===== src/rtl/bram_request_adapter.sv =====
// bram_request_adapter: one-at-a-time load/store front end for a single registered-read BRAM
// Ports: clock/reset (async, active-high); req_* valid/ready request from the core (byte address,
// byte enables, store data); resp_* one-cycle response pulse with load data and misalignment error;
// bram_* read/write ports to the BRAM (1-cycle read latency); scan enables a cycle-windowed trace.
module bram_request_adapter #(
  parameter int CORE = 0,
  parameter int ADDR_WIDTH = 8,
  parameter int SCAN_CYCLES_MIN = 0,
  parameter int SCAN_CYCLES_MAX = 1000
) (
  input  logic                  clock,
  input  logic                  reset,
  input  logic                  req_valid,
  output logic                  req_ready,
  input  logic                  req_write,
  input  logic [ADDR_WIDTH+1:0] req_addr,
  input  logic [3:0]            req_byte_en,
  input  logic [31:0]           req_wdata,
  output logic                  resp_valid,
  output logic [31:0]           resp_rdata,
  output logic                  resp_error,
  output logic                  bram_read_enable,
  output logic [ADDR_WIDTH-1:0] bram_read_address,
  input  logic [31:0]           bram_read_data,
  output logic                  bram_write_enable,
  output logic [ADDR_WIDTH-1:0] bram_write_address,
  output logic [31:0]           bram_write_data,
  input  logic                  scan
);
  typedef enum logic [1:0] {IDLE, LOAD_WAIT, RMW_MERGE, RESP} state_t;
  state_t state_q, state_d;
  logic write_q, write_d, err_q, err_d, misaligned;
  logic [ADDR_WIDTH-1:0] addr_q, addr_d, waddr;
  logic [3:0] be_q, be_d;
  logic [31:0] wdata_q, wdata_d, merged;
  int cycle_q, cycle_d;
  assign waddr = req_addr[ADDR_WIDTH+1:2];
  assign misaligned = |req_addr[1:0];
  assign req_ready = state_q == IDLE;
  assign cycle_d = cycle_q + 1;
  for (genvar i = 0; i < 4; i++) begin : g_lane
    assign merged[8*i +: 8] = be_q[i] ? wdata_q[8*i +: 8] : bram_read_data[8*i +: 8];
  end
  always_comb begin
    state_d = state_q;
    write_d = write_q;
    err_d = err_q;
    addr_d = addr_q;
    be_d = be_q;
    wdata_d = wdata_q;
    resp_valid = 1'b0;
    resp_rdata = '0;
    resp_error = 1'b0;
    bram_read_enable = 1'b0;
    bram_read_address = '0;
    bram_write_enable = 1'b0;
    bram_write_address = '0;
    bram_write_data = '0;
    case (state_q)
      IDLE: if (req_valid) begin
        write_d = req_write;
        err_d = misaligned;
        addr_d = waddr;
        be_d = req_byte_en;
        wdata_d = req_wdata;
        if (misaligned || (req_write && (req_byte_en == 4'h0 || req_byte_en == 4'hF))) begin
          state_d = RESP;
          bram_write_enable = !misaligned && req_byte_en == 4'hF;
          bram_write_address = bram_write_enable ? waddr : '0;
          bram_write_data = bram_write_enable ? req_wdata : '0;
        end else begin
          state_d = req_write ? RMW_MERGE : LOAD_WAIT;
          bram_read_enable = 1'b1;
          bram_read_address = waddr;
        end
      end
      LOAD_WAIT: begin
        state_d = IDLE;
        resp_valid = 1'b1;
        resp_rdata = bram_read_data;
      end
      RMW_MERGE: begin
        state_d = IDLE;
        resp_valid = 1'b1;
        bram_write_enable = 1'b1;
        bram_write_address = addr_q;
        bram_write_data = merged;
      end
      default: begin
        state_d = IDLE;
        resp_valid = 1'b1;
        resp_error = err_q;
      end
    endcase
  end
  always_ff @(posedge clock or posedge reset) begin
    if (reset) begin
      state_q <= IDLE;
      write_q <= 1'b0;
      err_q <= 1'b0;
      addr_q <= '0;
      be_q <= '0;
      wdata_q <= '0;
      cycle_q <= 0;
    end else begin
      state_q <= state_d;
      write_q <= write_d;
      err_q <= err_d;
      addr_q <= addr_d;
      be_q <= be_d;
      wdata_q <= wdata_d;
      cycle_q <= cycle_d;
    end
  end
`ifndef SYNTHESIS
  always @(posedge clock) begin
    if (!reset && scan && cycle_q >= SCAN_CYCLES_MIN && cycle_q <= SCAN_CYCLES_MAX)
      $display("core%0d cyc%0d %s req v%b w%b a%h be%h d%h | lat w%b a%h be%h d%h e%b | rd e%b a%h d%h wr e%b a%h d%h",
        CORE, cycle_q, state_q.name(), req_valid, req_write, req_addr, req_byte_en, req_wdata,
        write_q, addr_q, be_q, wdata_q, err_q, bram_read_enable, bram_read_address, bram_read_data,
        bram_write_enable, bram_write_address, bram_write_data);
  end
`endif
endmodule


===== config.mk =====
export PLATFORM = sky130hd
export DESIGN_NAME = bram_request_adapter
export DESIGN_NICKNAME = d
export VERILOG_FILES = /design/src/rtl/bram_request_adapter.sv
export SDC_FILE = /design/constraint.sdc
export NUM_CORES = 1
export LEC_CHECK = 0
export ABC_AREA = 1
export BUFFER_PORTS_ARGS = -buffer_cell sky130_fd_sc_hd__buf_4
export CORE_UTILIZATION = 47
export CTS_CLUSTER_SIZE = 20
export DETAILED_ROUTE_END_ITERATION = 10
export GPL_TIMING_DRIVEN = 0
export PLACE_DENSITY = 0.82
export SETUP_SLACK_MARGIN = 0.05
export SKIP_CTS_REPAIR_TIMING = 1
export SYNTH_ARGS = -nofsm -noshare
export SYNTH_HDL_FRONTEND = slang
export SYNTH_SLANG_ARGS = --single-unit

===== constraint.sdc =====
create_clock -name clock -period 3.4 [get_ports clock]
set_input_delay 0.34 -clock clock [delete_from_list [all_inputs] [get_ports clock]]
set_output_delay 0.34 -clock clock [all_outputs]
set_load 0.01 [all_outputs]

==> flow_results.org <==
** Clock tree
- The H-tree generated during clock tree synthesis spans 2 levels.
- No sink is reached through more buffers than the 2 on the longest clock path.
- Clk Latency, worst-skew pair :: 0.30 ns
- TritonCTS Buffers :: 5
- Cell chosen for the clock root :: clkbuf_8
- The clock net in this run drives a total of between 40 and 50 sinks.
- Clock transition at path regs :: ~0.090 ns
- TritonCTS built the clock tree.

** Power and ir drop
- Combinational share of power :: 38.7%
- Switching part of the total :: a little over a third
- Sequential cells account for 42.3% of the total power.
- Power dissipated by switching net loads :: slightly above 0.6 mW
- The internal portion of the total power is around 1.1 mW.
- The clock network accounts for between 10% and 20% of the total power.
- Worst vdd ir :: approximately 0.29 mV
- Ratio of total power to cell area :: approximately 380 nW/um2
- LEAKAGE :: 2.65 nW

** Route
- Detailed-route wire length per cell :: 13.6 um
- The count of nets left with antenna violations once routing finished came out at 0.
- For this run, the detailed router's first-pass iteration total came to 6.
- For this run, design rule violations remaining after detail routing come to 0.
- Initial DRC Count :: 190
- Mean number of vias per cell :: slightly above 5
- The routed design has 9820 um of wire.
- The routed layout has approximately 3.7k vias.

** Worst setup path
- The number of cells on the worst reg-to-reg path is 5.
- The critical path is of the register to output port type.
- Crit path arrival time :: 1.70 ns
- Slowest library cell on the worst path :: dfrtp_1
- The signal on the critical path passes through nor2_4 -> nand2_4 -> inv_2 -> buf_6 -> buf_6 -> nand3_1 -> nand2_1 -> buf_4.
- Setup crit end kind :: output port
- Stage delay of the slowest cell on the critical path :: 0.44 ns
- Req. time, crit path :: 3.06 ns
- CP Launch Type :: register
- By instance count, the cell type seen most on the critical path is buf_6.
- Of all nets on the critical path, the largest fanout is 10.

** STA
- Final clock skew :: between 0.002 and 0.003 ns
- Of the available clock period, the critical path in the final layout requires roughly 60%.
- Setup violations, final :: 0
- Final Hold Viols :: 0
- For the pin with the worst max-slew slack, the measured transition is ~0.53 ns.
- Static timing analysis puts the maximum clock frequency at 489 MHz.
- Tmin final :: just over 2 ns
- Final count of pins violating max slew :: 0
- Summed over all failing endpoints, the final setup total negative slack is 0 ns.
- Tightest slew margin relative to the limit :: about 64%
- Unrepaired setup endpoints after global routing :: no

** Die
- Die Height :: between 80 and 90 um
- Number of placed I/O pins :: about 170
- Area of the die :: roughly 6800 um2
- Initial core utilization :: between 40% and 50%
- After floorplanning, the core was divided into 28 placement rows.
- X dimension of the die :: around 82 um
- Core box area :: around 6100 um2

** Finish
- Count of non-filler cells in the finished layout :: approximately 720
- In the final layout, the share of cells above drive strength 1 is 31.4%.
- Most common cell after layout, fill and taps aside :: buf_4
- Highest-count cells in the layout ignoring fill and taps :: buf_4, nand2_1, inv_1, o21ai_0, dfrtp_1
- Relative to the synthesized area, the layout overhead comes to 47.5%.
- Number of antenna repair diodes :: 0
- After the last flow step, the layout net total stands at 729.

** Global routing
- The number of global-route vias before repair came to around 3.5k.
- Entering global routing, the biggest net connects 31 pins.
- Global router's overall resource usage :: around 30%
- Antenna violations before repair :: 0
- Wire length of the first global-routing pass :: 15,600 um
- Summed over all layers, the global routing overflow is 0.

** Run status
- Status :: completed

** Synthesis
- For this run, the register share of the synthesized area comes to approximately two fifths.
- Largest cells by area after synthesis :: dfrtp_1, nand2_1, o21ai_0
- Proportion of netlist area held by the largest area contributor :: between 30% and 40%
- The synthesized design contains 47 register bits.
- The cell count after synthesis came out at ~470.
- The synthesized netlist contains 17 unique library cells.
- Averaged over all synthesized cells, the footprint is around 6.4 um2.
- Synthesis produced a netlist with a net count of roughly 560.
- Of all cell types, the one taking the most synthesized area is dfrtp_1.
- Total of warnings raised by yosys :: 0
- Mapped cell area :: about 3000 um2

** Placement
- Counting tap cells, the placed design contains a total of just over 700 instances.
- Buffers added on ports :: roughly 170
- Final RePlAce weighted congestion :: 0.819
- Detailed Place HPWL :: roughly 7400 um

** Min path
- Path category of the worst min-delay check :: input pin to asynchronous set/reset pin

** Job
- The tool flagged a number of max-cap violations equal to 0.
## cell type report
cell class | instances | area (um2)
fillers | 548 | 1610
inverters | 80 | 300
multi-input cells | 316 | 1390
clock buffers | 5 | 68.8
repair buffers | 167 | 1270
well taps | 75 | 93.8
clock inverters | 3 | 15.0
flip-flops and latches | 47 | 1180
plain buffers | 29 | 181
## Yosys cell counts
cell type	instances
nand2_1	125
inv_1	79
o21ai_0	60
dfrtp_1	47
nor2_1	45
a21oi_1	42
nand3_1	33
buf_2	13
clkbuf_1	7
buf_6	6
o21ai_1	6
buf_4	3
nor2_2	2
inv_2	1
nand2_4	1
nor2_4	1
or2_1	1
## layer usage
metal | global-route usage [%] | part of all wire (%) | vias to the layer above
met1 | 35.9 | 41 | 1733
met4 | 9.82 | 1.6 | 0
li1 | - | - | 1799
met2 | 53.7 | 49 | 183
met3 | 6.15 | 8.9 | 18
met5 | 0 | 0 | -
## metrics by stage
| step | hold WS [ns] | total power [mW] | utilization, % | setup WS, ns | cell area [um2] |
|---|---|---|---|---|---|
| 2_1_floorplan | 0.444 | 1.09 | - | 1.89 | 3040 |
| 3_3_place_gp | 0.458 | 1.38 | 71.9 | 1.32 | 4380 |
| 3_5_place_dp | 0.363 | 1.40 | 72.2 | 1.52 | 4400 |
| 4_1_cts | 0.0409 | 1.73 | 73.6 | 1.37 | 4490 |
| 5_1_grt | 0.0603 | 1.84 | 73.6 | 1.22 | 4490 |
| 6_report | 0.0297 | 1.73 | 73.6 | 1.36 | 4490 |
## worst max-delay path, delay by kind of cell, from the launching register on
family | cells | cell delay (ns)
flip-flops | 1 | 0.44
AND/OR/NAND/NOR | 4 | 0.46
buffers and inverters | 4 | 0.50
## path summary, 6_finish.rpt
| path | from | end | slack, ns |
|---|---|---|---|
| hold reg to reg | wdata_q[8] | wdata_q[8] | 0.48 |
| max in group asynchronous | reset | wdata_q[13] | 2.87 |
| hold / removal | reset | wdata_q[3] | 0.03 |
| setup reg to reg | state_q[1] | addr_q[3] | 1.93 |
| setup / recovery | state_q[1] | bram_write_data[28] | 1.36 |
| min in group clock | req_wdata[31] | wdata_q[31] | 0.24 |
## logic make-up (layout without fill, tap and decap cells)
logic type	count (synthesis)	count (layout)	share of synthesized area (%)
flip-flops	47	47	38.7
buffers and inverters	109	284	15.8
AO/OA/AOI/OAI	108	108	17.8
AND/OR/NAND/NOR	208	208	27.8
## flip-flops by register name, summed over array words and instances, names as in the netlist
name,count
addr_q,8
be_q,4
state_q,2
err_q,1
wdata_q,32
## power by group through the flow
stage                     Combinational (mW)  Sequential (mW)  Clock, mW
after global placement                 0.647            0.734          0
after CTS                              0.669            0.728      0.333
after global routing                   0.746            0.741      0.355
after floorplan                        0.365            0.723          0
after detailed placement               0.665            0.738          0
final                                  0.668            0.731      0.328
No activity file was read; power rests on OpenSTA's default activity.
